[src/rtl/stopwatch_ctrl.sv]
// rtl/stopwatch_ctrl.sv - button synchronise/debounce and IDLE/RUN/PAUSE control for the stopwatch
module stopwatch_ctrl #(
    parameter int DEBOUNCE_CYCLES = 1000000
) (
    input  logic       clk,
    input  logic       rst_n,
    input  logic       btn_start_stop,
    input  logic       btn_clear,
    output logic       count_enabled,
    output logic       init_regs,
    output logic [1:0] state
);
    localparam int CW = $clog2(DEBOUNCE_CYCLES);
    localparam logic [CW-1:0] CNT_LAST = CW'(DEBOUNCE_CYCLES - 1);

    typedef enum logic [1:0] {
        ST_IDLE  = 2'b00,
        ST_RUN   = 2'b01,
        ST_PAUSE = 2'b10
    } state_t;

    logic [1:0] w_btn_raw;
    logic [1:0] w_press;

    assign w_btn_raw = {btn_clear, btn_start_stop};

    genvar g;
    generate
        for (g = 0; g < 2; g++) begin : g_btn
            logic          r_s1;
            logic          r_s2;
            logic          r_db_level;
            logic          r_press;
            logic [CW-1:0] r_cnt;

            // Level is accepted on the edge that sees the DEBOUNCE_CYCLES-th consecutive mismatch.
            always_ff @(posedge clk or negedge rst_n) begin
                if (!rst_n) begin
                    r_s1       <= 1'b0;
                    r_s2       <= 1'b0;
                    r_db_level <= 1'b0;
                    r_press    <= 1'b0;
                    r_cnt      <= '0;
                end else begin
                    r_s1    <= w_btn_raw[g];
                    r_s2    <= r_s1;
                    r_press <= 1'b0;
                    if (r_s2 == r_db_level) begin
                        r_cnt <= '0;
                    end else if (r_cnt == CNT_LAST) begin
                        r_cnt      <= '0;
                        r_db_level <= r_s2;
                        r_press    <= r_s2;
                    end else begin
                        r_cnt <= r_cnt + CW'(1);
                    end
                end
            end

            assign w_press[g] = r_press;
        end
    endgenerate

    logic   w_ss;
    logic   w_clr;
    state_t r_state;
    state_t w_state_nxt;
    logic   r_count_en;
    logic   r_init;
    logic   w_init_nxt;

    assign w_ss  = w_press[0];
    assign w_clr = w_press[1];

    always_ff @(posedge clk or negedge rst_n) begin
        if (!rst_n) begin
            r_state    <= ST_IDLE;
            r_count_en <= 1'b0;
            r_init     <= 1'b1;
        end else begin
            r_state    <= w_state_nxt;
            r_count_en <= (w_state_nxt == ST_RUN);
            r_init     <= w_init_nxt;
        end
    end

    // Clear beats start/stop in IDLE and PAUSE; RUN ignores clear entirely.
    always_comb begin
        w_state_nxt = r_state;
        w_init_nxt  = 1'b0;
        case (r_state)
            ST_IDLE: begin
                if (w_clr) begin
                    w_init_nxt = 1'b1;
                end else if (w_ss) begin
                    w_state_nxt = ST_RUN;
                end
            end
            ST_RUN: begin
                if (w_ss) begin
                    w_state_nxt = ST_PAUSE;
                end
            end
            ST_PAUSE: begin
                if (w_clr) begin
                    w_state_nxt = ST_IDLE;
                    w_init_nxt  = 1'b1;
                end else if (w_ss) begin
                    w_state_nxt = ST_RUN;
                end
            end
            default: begin
                w_state_nxt = ST_IDLE;
                w_init_nxt  = 1'b1;
            end
        endcase
    end

    assign state         = r_state;
    assign count_enabled = r_count_en;
    assign init_regs     = r_init;

endmodule

[config.mk]
export PLATFORM = sky130hd
export DESIGN_NAME = stopwatch_ctrl
export DESIGN_NICKNAME = d
export VERILOG_FILES = /design/src/rtl/stopwatch_ctrl.sv
export SDC_FILE = /design/constraint.sdc
export NUM_CORES = 1
export LEC_CHECK = 0
export CAP_MARGIN = 10
export CELL_PAD_IN_SITES_DETAIL_PLACEMENT = 0
export CELL_PAD_IN_SITES_GLOBAL_PLACEMENT = 1
export CORE_ASPECT_RATIO = 0.6
export CORE_MARGIN = 1
export CORE_UTILIZATION = 25
export CTS_CLUSTER_SIZE = 24
export DETAILED_ROUTE_END_ITERATION = 16
export PLACE_DENSITY = 0.52
export REMOVE_ABC_BUFFERS = 1
export SYNTH_ARGS = -nofsm -noshare
export SYNTH_HDL_FRONTEND = slang
export SYNTH_SLANG_ARGS = --single-unit
[constraint.sdc]
create_clock -name clk -period 2.33 [get_ports clk]
set_input_delay 0.466 -clock clk [delete_from_list [all_inputs] [get_ports clk]]
set_output_delay 0.466 -clock clk [all_outputs]
set_load 0.02 [all_outputs]
==> results of run 1 <==
-- final timing paths --
path	start	endpoint
worst max-delay path	init_regs	init_regs
worst min register to register	g_btn[1].r_s1	g_btn[1].r_s2
max in group asynchronous	rst_n	init_regs
min in group clk	g_btn[1].r_s1	g_btn[1].r_s2
worst min-delay path	rst_n	g_btn[0].r_cnt[18]
worst max register to register	g_btn[0].r_cnt[11]	g_btn[0].r_db_level
-- synthesized netlist by cell type, types with 3 or more instances --
library cell / instances / area, µm²
sky130_fd_sc_hd__dfrtp_1: 51 / 1276
sky130_fd_sc_hd__nor2_1: 39 / 146.4
sky130_fd_sc_hd__xnor2_1: 19 / 166.4
sky130_fd_sc_hd__nand2_1: 14 / 52.55
sky130_fd_sc_hd__nand3_1: 12 / 60.06
sky130_fd_sc_hd__xor2_1: 11 / 96.34
sky130_fd_sc_hd__nand4_1: 9 / 56.30
sky130_fd_sc_hd__inv_1: 8 / 30.03
sky130_fd_sc_hd__nor3_1: 8 / 40.04
sky130_fd_sc_hd__nor4_1: 7 / 43.79
sky130_fd_sc_hd__a21oi_1: 5 / 25.02
sky130_fd_sc_hd__o21ai_0: 5 / 25.02
sky130_fd_sc_hd__and3_1: 4 / 25.02
sky130_fd_sc_hd__mux2_2: 3 / 33.78
sky130_fd_sc_hd__mux2i_1: 3 / 30.03
-- final cells by class --
cell class	count	area, µm²	share of cell area
Timing Repair Buffer	12	115.1	0.04009
Clock buffer	7	132.6	0.04619
Clock inverter	1	5.005	0.001743
Multi-Input combinational cell	171	1124	0.3913
Tap cell	130	162.7	0.05664
Sequential cell	52	1303	0.4536
Inverter	8	30.03	0.01046
-- stage by stage --
step                utilization  cells  cell area, µm²  TNS [ns]  total power, mW
detailed placement       0.2911    373            2734         0            1.006
global route             0.3058    381            2872         0            1.780
floorplan                     -    231            2451    -2.738           0.9623
finish                   0.3058    381            2872         0            1.700
global placement         0.2911    373            2734         0            1.007
CTS                      0.3058    381            2872         0            1.740
-- flip-flops by register name, summed over array words and instances, names as in the netlist --
signal            count
count_enabled         1
g_btn.r_cnt          40
g_btn.r_db_level      2
g_btn.r_press         2
g_btn.r_s1            2
g_btn.r_s2            2
init_regs             1
state                 2
-- per-layer routing --
metal | part of all wire | up-vias
li1 | - | 849
met1 | 0.61 | 783
met2 | 0.35 | 15
met3 | 0.023 | 5
met4 | 0.013 | 0
met5 | 0 | -
-- power groups by stage --
stage / combinational (mW) / sequential [mW] / clock (mW)
after detailed placement: 0.0636 / 0.942 / 0
after global placement: 0.0657 / 0.942 / 0
after floorplan: 0.0227 / 0.940 / 0
final: 0.0615 / 0.925 / 0.713
after CTS: 0.0643 / 0.925 / 0.751
after global routing: 0.0725 / 0.925 / 0.782
-- logic make-up (layout without fill, tap and decap cells) --
group,count (synthesis),count (layout),share of synthesized area
AO/OA/AOI/OAI,18,18,0.04764
XOR/XNOR,30,30,0.1064
adder cells (fa/ha/maj),2,2,0.01014
buffers and inverters,11,28,0.01926
flip-flops,52,52,0.5276
multiplexers,6,6,0.02585
AND/OR/NAND/NOR,115,115,0.2631
==> metrics.md, run 1 <==
| Metric | Value |
|---|---|
| Core area | `roughly 9400 µm²` |
| Clock root buffer | `sky130_fd_sc_hd__clkbuf_16` |
| Number of synthesized register bits | `between 50 and 60` |
| Worst path top cell family by delay | `buffers and inverters` |
| Worst-path cell chain | `clkdlybuf4s50_1` |
| Busiest grt layer | `met1` |
| Number of max-cap violations | `0` |
| Power per cell area | `about 600 nW/µm²` |
| Clock latency at the later pin of the worst-skew pair | `0.29 ns` |
| Number of clock sinks seen by CTS | `52` |
| Cell with the largest stage delay on the worst path | `sky130_fd_sc_hd__clkdlybuf4s50_1` |
| Area added between synthesis and finish | `16.32%` |
| Net Sw Frac | `0.2153` |
| Status | `finished, final reports clean` |
| Maximum buffer depth of the clock tree | `2` |
| Synth Area per Inst | `10.55 µm²` |
| Worst min-delay path class | `input pin to asynchronous set/reset pin` |
| Most used cells in the layout excluding fill and tap cells | `sky130_fd_sc_hd__dfrtp_1 (51), sky130_fd_sc_hd__nor2_1 (39), sky130_fd_sc_hd__xnor2_1 (19)` |
| Switching component of the power | `366.0 µW` |
| Achievable clock frequency | `~540 MHz` |
| I/O pin count | `8` |
| Number of different library cells in the post-synthesis netlist | `44` |
| Number of enable-type register cells in the synthesized netlist | `0` |
| Internal cell power | `1.334 mW` |
| Flip-flop cell with the highest count after synthesis | `sky130_fd_sc_hd__dfrtp_1` |
| Commonest non-fill, non-tap cell in the layout | `sky130_fd_sc_hd__dfrtp_1` |
| Total of hold buffers inserted after clock tree synthesis | `0` |
| Number of nets still failing antenna checks after routing | `0` |
| Crit path arrival time | `1.39 ns` |
| Hold slack final | `0.1525 ns` |
| HPWL after DPL | `around 3500 µm` |
| Wire length of the first global-routing pass | `8507 µm` |
| Clk slew on worst S/H paths | `around 0.070 ns` |
| Worst Path Buf+Inv | `1` |
| Transition time of the tightest slew-check pin | `around 0.43 ns` |
| Hold Vio Cnt, Final | `0` |
| CTS H-Tree Depth | `2` |
| Longest individual stage delay on the worst path | `just under 0.6 ns` |
| Crit end category | `primary output` |
| Worst Setup Slack post-DPL | `between 0.5 and 0.6 ns` |
| Setup skew after layout | `about 0.0044 ns` |
| Period utilization | `0.7955` |
| Total Die Area | `between 10000 and 15000 µm²` |
| Setup repair after global routing missed its margin | `false` |
| Maximum number of pins on one net before global-route repair | `53` |
| Initial standard-cell utilization of the core | `0.2629` |
| Total clock buffers created by CTS | `5` |
| Global Route met1 Usage | `0.1758` |
| Clock tree from TritonCTS | `built` |
| Mean routed wirelength per cell | `roughly 13 µm` |
| Crit. path cell count | `1` |
| Routability congestion estimate | `around 0.71` |
| Time the final worst path needs with I/O delays and setup | `1.854 ns` |
| Nets | `256` |
| CTS-repair resized insts | `0` |
| Post-CTS setup-driven buffer insertion count | `0` |
| Routed via count divided by cell count | `~4.3` |
| Post-synthesis async set-or-reset flop share | `1.000` |
| Drt first-iter violations | `77` |
| LEAKAGE | `1.156 nW` |
| Endpoints failing setup | `0` |
| Die H | `78.97 µm` |
| Maximum fanout along the worst path | `1` |
| Number of detailed-routing iterations run before antenna repair | `4` |
| DRC Markers | `0` |
| Total standard cell area after synthesis | `2469 µm²` |
| R2r setup slk | `about 0.50 ns` |
| Max Slew Vio Count | `0` |
| Yosys Warn Count | `0` |
| Worst-case vdd ir drop | `245.8 µV` |
| GRT Resource Usage Total | `0.1088` |
| Synthesized instance count | `about 230` |
| Floorplan die width | `130.3 µm` |
| CP required | `roughly 1.9 ns` |
| Clock network power share | `0.420` |
| Global-route met2 utilization | `0.1324` |
| Antenna violations before repair | `0` |
| Share of synthesized area occupied by flip-flops and latches | `0.5276` |
| Final critical-path setup slack | `0.4765 ns` |
| Fraction of layout instances using a drive strength above 1 | `0.1195` |
| Overflow left after global routing | `0` |
| Vias in the first global route | `1623` |
| Number of I/O port buffers | `7` |
| FILL cells | `996` |
| Crit path kind | `flip-flop to primary output` |
| Met3 capacity usage during global routing | `0.02628` |
| Share of power burned in registers | `0.544` |
| Overall routed net length | `~4900 µm` |
| Vias after detailed routing | `roughly 1700` |
| Worst-case reg-to-reg path depth | `4` |
| Row Count | `27` |
| Antenna diode count | `0` |
| Combinational Power Share | `0.036` |
| Crit start category | `flip-flop` |
| Rel. slew slack | `0.7126` |
No activity file was read; power rests on OpenSTA's default activity.
==> run 2: changes to the inputs <==
==> constraint.sdc (replaced) <==
create_clock -name clk -period 1.73 [get_ports clk]
set_input_delay 0.346 -clock clk [delete_from_list [all_inputs] [get_ports clk]]
set_output_delay 0.346 -clock clk [all_outputs]
set_load 0.02 [all_outputs]
==> run 2 against run 1 <==
Compared with the run above:
- flip-flop and latch count unchanged
- global-route usage up 0.72 points
- combinational power up 55%
- setup slack worse by 0.38 ns
- sequential share of layout area down 3.4 points
- register-to-register slack worse by 0.40 ns
- final area up 8.2%
- via count up 7.4%
- clock power up 63%
- clock-buffer cell count down 2
- non-clock buffer count up 19
==> metrics.md, run 2 (same netlist as run 1, synthesis figures left out) <==
| Metric | Value |
|---|---|
| Status | `finished, final reports clean` |
| GRT Resource Usage Total | `0.1160` |
| Setup_tns | `0 ns` |
| Nets | `~280` |
| Overall routed net length | `5148 µm` |
| Hold slack final | `between 0.3 and 0.4 ns` |
| Clock root buffer | `sky130_fd_sc_hd__clkbuf_16` |
| Clk slew on worst S/H paths | `approximately 0.070 ns` |
| Worst min-delay path class | `flip-flop to flip-flop` |
| Wire length of the first global-routing pass | `just over 9000 µm` |
| Power per cell area | `just over 800 nW/µm²` |
| Die H | `between 70 and 80 µm` |
| Number of nets still failing antenna checks after routing | `0` |
| Worst-case vdd ir drop | `424.8 µV` |
| Crit path kind | `flip-flop to primary output` |
| Initial standard-cell utilization of the core | `0.2629` |
| R2R Path End | `g_btn[1].r_db_level` |
| Routed via count divided by cell count | `between 4 and 5` |
| Number of I/O port buffers | `7` |
| Clock tree from TritonCTS | `built` |
| Start point of the critical path | `state[1]` |
| Antenna violations before repair | `0` |
| LEAKAGE | `between 1 and 1.5 nW` |
| I/O pin count | `8` |
| Row Count | `27` |
| Overflow left after global routing | `0` |
| Mean routed wirelength per cell | `12.87 µm` |
| Number of max-cap violations | `0` |
| Time the final worst path needs with I/O delays and setup | `1.631 ns` |
| Hold Vio Cnt, Final | `0` |
| Crit start category | `flip-flop` |
| Achievable clock frequency | `between 600 and 700 MHz` |
| Rel. slew slack | `0.7518` |
| Maximum number of pins on one net before global-route repair | `40` |
| Floorplan die width | `approximately 130 µm` |
| Clock latency at the later pin of the worst-skew pair | `~0.3 ns` |
| Total cell area at the placement stage | `around 2900 µm²` |
| Vias after detailed routing | `1774` |
| Most used cells in the layout excluding fill and tap cells | `sky130_fd_sc_hd__dfrtp_1 (51), sky130_fd_sc_hd__nor2_1 (38), sky130_fd_sc_hd__buf_4 (20)` |
| Worst-path cell chain | `clkdlybuf4s50_1` |
| Period utilization | `0.9428` |
| Final instance area | `between 3000 and 4000 µm²` |
| HPWL after DPL | `between 3000 and 4000 µm` |
| Worst-case reg-to-reg path depth | `5` |
| Antenna diode count | `0` |
| Max FFs per register | `40` |
| Endpoints failing setup | `0` |
| Setup skew after layout | `approximately 0.0086 ns` |
| FILL cells | `973` |
| Register bank with the most flops | `g_btn.r_cnt` |
| Max Slew Vio Count | `0` |
| Number of clock sinks seen by CTS | `52` |
| Cell with the largest stage delay on the worst path | `sky130_fd_sc_hd__clkdlybuf4s50_1` |
| Total clock buffers created by CTS | `5` |
| Post-CTS setup-driven buffer insertion count | `0` |
| Post-Place Cells | `between 300 and 400` |
| Worst Path Buf+Inv | `1` |
| Setup repair after global routing missed its margin | `true` |
| Total Die Area | `about 10000 µm²` |
| Fraction of layout instances using a drive strength above 1 | `0.2037` |
| Crit end category | `primary output` |
| Maximum fanout along the worst path | `4` |
| Routability congestion estimate | `about 0.7` |
| Transition time of the tightest slew-check pin | `between 0.3 and 0.4 ns` |
| CP required | `around 1.4 ns` |
| Crit path arrival time | `about 1.3 ns` |
| CTS H-Tree Depth | `2` |
| Maximum buffer depth of the clock tree | `2` |
| Vias in the first global route | `between 1500 and 2000` |
| Core area | `~9400 µm²` |
| Post-layout instance count excluding filler cells | `400` |
| R2R Path Start | `g_btn[1].r_cnt[0]` |
| DRC Markers | `0` |
| Worst path top cell family by delay | `buffers and inverters` |
| Drt first-iter violations | `~140` |
| Longest individual stage delay on the worst path | `between 0.6 and 0.7 ns` |
| Number of detailed-routing iterations run before antenna repair | `4` |
| Area added between synthesis and finish | `25.85%` |
| Crit path capture | `state[1]` |
| R2r setup slk | `a little under 0.1 ns` |
| Commonest non-fill, non-tap cell in the layout | `sky130_fd_sc_hd__dfrtp_1` |
| Crit. path cell count | `1` |
-- run 2: cell count changes in the layout (fill, tap and decap cells not counted), moves of 2 or more --
| cell | change |
|---|---|
| sky130_fd_sc_hd__clkbuf_1 | -2 |
| sky130_fd_sc_hd__clkinv_4 | +2 |
| sky130_fd_sc_hd__clkdlybuf4s50_1 | -2 |
| sky130_fd_sc_hd__buf_4 | +16 |
-- run 2: worst min-delay path by stage --
stage                                     to  cells past startpoint          start  slack [ns]
final                          g_btn[0].r_s2                      0  g_btn[0].r_s1        0.36
after global routing           g_btn[0].r_s2                      0  g_btn[0].r_s1        0.38
after detailed placement  g_btn[0].r_cnt[16]                      1          rst_n        0.28
after global placement    g_btn[0].r_cnt[16]                      1          rst_n        0.28
after floorplan                count_enabled                      0          rst_n        0.05
after CTS                      g_btn[0].r_s2                      0  g_btn[0].r_s1        0.37
-- run 2: per-stage QoR --
| stage | worst slack (ns) | total power, mW | util |
|---|---|---|---|
| after floorplan | -0.7550 | 1.296 | - |
| after global placement | 0.05427 | 1.362 | 0.3068 |
| after detailed placement | 0.03607 | 1.361 | 0.3068 |
| after CTS | 0.03387 | 2.535 | 0.3261 |
| after global routing | -0.008238 | 2.597 | 0.3308 |
| final | 0.09900 | 2.498 | 0.3308 |
-- run 2: what timing repair did --
item | in CTS | in global routing
setup endpoints to repair | 1 | 15
hold buffers | 1 | 0
resized for setup | 1 | 9
cloned | 0 | 0
endpoints found under the hold margin | 12 | 0
-- run 2: metal layers --
| layer | share of wire | up-vias | track usage |
|---|---|---|---|
| met2 | 0.36 | 27 | 0.1441 |
| li1 | - | 896 | - |
| met3 | 0.035 | 5 | 0.02830 |
| met5 | 0 | - | 0 |
| met4 | 0.013 | 0 | 0.03837 |
| met1 | 0.60 | 846 | 0.1857 |
-- run 2: power breakdown --
part / internal [mW] / switching (mW) / total (mW) / leakage [nW]
registers: 1.23 / 0.0140 / 1.24 / 0.709
clock network: 0.688 / 0.470 / 1.16 / 0.0840
logic: 0.0368 / 0.0584 / 0.0952 / 0.518
total: 1.96 / 0.542 / 2.50 / 1.31
-- run 2: layout make-up --
class / instances / area, µm² / area share
inverter: 8 / 30.03 / 0.009666
clock buffer: 5 / 125.1 / 0.04027
multi-input combinational: 171 / 1161 / 0.3737
sequential: 52 / 1303 / 0.4193
tap: 130 / 162.7 / 0.05236
clock inverter: 3 / 47.55 / 0.01530
timing repair buffer: 31 / 277.8 / 0.08941
-- run 2: worst reg2reg max path, stage by stage, from the launching register on --
cell and delay (ns):
sky130_fd_sc_hd__dfrtp_1 0.38, sky130_fd_sc_hd__ha_1 0.18, sky130_fd_sc_hd__nand2_1 0.05, sky130_fd_sc_hd__or2_2 0.35, sky130_fd_sc_hd__nor3_2 0.22, sky130_fd_sc_hd__mux2_2 0.35
==> patch (config.mk and constraints of run 1) <==
Put one more register stage on the output `count_enabled`, cleared by the reset. The value now appears one clock later. The other outputs are not delayed to match.
--- a/src/rtl/stopwatch_ctrl.sv
+++ b/src/rtl/stopwatch_ctrl.sv
@@ -117,7 +117,13 @@
     end
 
     assign state         = r_state;
-    assign count_enabled = r_count_en;
+    always_ff @(posedge clk or negedge rst_n) begin
+        if (!rst_n) begin
+            count_enabled <= '0;
+        end else begin
+            count_enabled <= r_count_en;
+        end
+    end
     assign init_regs     = r_init;
 
 endmodule
Behaviour: no difference found for any inputs over 10 cycles, from zero or initial values and one cycle with rst_n low; that may be too few to reach the edited logic, so the function may still have changed.
==> patch against run 1 <==
  * Register-to-register slack hardly changed
  * Sequential power is 2% higher
  * Wire length increased by 3.7%
  * Via count rose by 5.0%
  * Count of clock-buffer cells in the layout fell by 1
  * Area after synthesis increased by 1.0%
  * Setup slack gained 0.0040 ns
  * Synthesized cell count rose by 0.43%
  * Sequential cell count up 1
  * Power is 9.9% higher
  * Cell area grew 2.0%
  * Utilization rose by 0.51 points
  * Largest cell class unchanged
==> patch: results (changes against run 1) <==
stage,metric,value,unit,change
status,status,"finished, final reports clean",,unchanged
placed_design,Final GP Congestion,0.7595,,was 0.7072
cells_and_area,Layout Cells excl Fill,383,,was 381
yosys,Commonest cells post-synth,"dfrtp_1, nor2_1, xnor2_1",,unchanged
pwr,VDD IR max,0.4018,mV,was 0.2458 mV
yosys,sequential share of the synthesized area,53.24,%,was 52.76%
route,drt via density,4.527,,was 4.336
route,1st-iter DRT viols,92,,was 77
timing,Clock Skew,0.005178,ns,was 0.004398 ns
clocking,Post-CTS Setup Inserts,0,,unchanged
clocking,Clock Tree Root,clkbuf_16,,unchanged
grt,largest net degree at the start of global routing,22,,was 53
route,drt total wl,5.094,mm,was 4.914 mm
timing,hold slack final,0.1261,ns,was 0.1525 ns
pwr,LEAKAGE,1.185,nW,was 1.156 nW
cells_and_area,layout cells sized above 1,13.04,%,was 11.95%
yosys,Synth area leaders,"dfrtp_1, xnor2_1, nor2_1, xor2_1, nand3_1",,unchanged
critical_path,reg2reg end,g_btn[1].r_cnt[3]$_DFF_PN0_,,was g_btn[0].r_db_level$_DFFE_PN0P_
cells_and_area,most flop-heavy register,g_btn.r_cnt,,unchanged
critical_path,R2R depth,6,,was 4
placed_design,Placed Instance Area,0.002754,mm²,was 0.002734 mm²
grt,total track usage,11.39,%,was 10.88%
critical_path,RR Startpoint,g_btn[1].r_cnt[0]$_DFF_PN0_,,was g_btn[0].r_cnt[11]$_DFF_PN0_
timing,Slew HR,68.09,%,was 71.26%
grt,GRT overflow,0,,unchanged
placed_design,DP Wirelength,3.598,mm,was 3.467 mm
grt,first-pass GRT wire length,8.990,mm,was 8.507 mm
yosys,Post-Syn Instances,235,,was 234
## patch: cell count changes after synthesis
cell,change
dfrtp_1,+1
## patch: cell families (layout without fill, tap and decap cells)
family                   after synthesis  count (layout)  synth area share [%]
AO/OA/AOI/OAI                         18              18                 4.716
XOR/XNOR                              30              30                 10.54
adder cells (fa/ha/maj)                2               2                 1.003
buffers and inverters                 11              29                 1.907
flip-flops                            53              53                 53.24
multiplexers                           6               6                 2.559
AND/OR/NAND/NOR                      115             115                 26.04
## patch: power by group
group | switching (mW) | internal [mW]
sequential | 0.0108 | 0.931
clock | 0.331 | 0.537
combinational | 0.0404 | 0.0176
total | 0.382 | 1.49
## patch: cell type report
cell class	instances	area (µm²)
clock buffers	6	138.9
clock inverters	2	37.54
fillers	940	6495
inverters	8	30.03
multi-input cells	171	1124
flip-flops and latches	53	1328
well taps	130	162.7
repair buffers	13	110.1
## patch: how the worst max path moves through the flow
| stage | start | endpoint | cells past startpoint |
|---|---|---|---|
| final | init_regs$_DFF_PN1_ | init_regs | 1 |
| after global placement | g_btn[1].r_cnt[0]$_DFF_PN0_ | g_btn[1].r_cnt[2]$_DFF_PN0_ | 6 |
| after CTS | init_regs$_DFF_PN1_ | init_regs | 1 |
| after detailed placement | g_btn[1].r_cnt[0]$_DFF_PN0_ | g_btn[1].r_cnt[14]$_DFF_PN0_ | 6 |
| after global routing | g_btn[1].r_cnt[0]$_DFF_PN0_ | g_btn[1].r_cnt[13]$_DFF_PN0_ | 6 |
| after floorplan | g_btn[1].r_cnt[0]$_DFF_PN0_ | g_btn[1].r_cnt[10]$_DFF_PN0_ | 5 |
## patch: stage by stage
step / setup slack (ns) / utilization [%] / TNS (ns)
3_3_place_gp: 0.5290 / 29.22 / 0
4_1_cts: 0.4643 / 31.09 / 0
2_1_floorplan: -0.1550 / - / -2.738
6_report: 0.4804 / 31.09 / 0
5_1_grt: 0.3642 / 31.09 / 0
3_5_place_dp: 0.5111 / 29.22 / 0
## patch: layer usage
layer	wire length (µm)	vias to the layer above	share of wire [%]	global-route usage, %
li1	-	857	-	-
met1	3002	858	59	18.33
met2	1918	17	38	14.39
met3	139	2	2.7	2.695
met4	34	0	0.67	3.103
met5	0	-	0	0
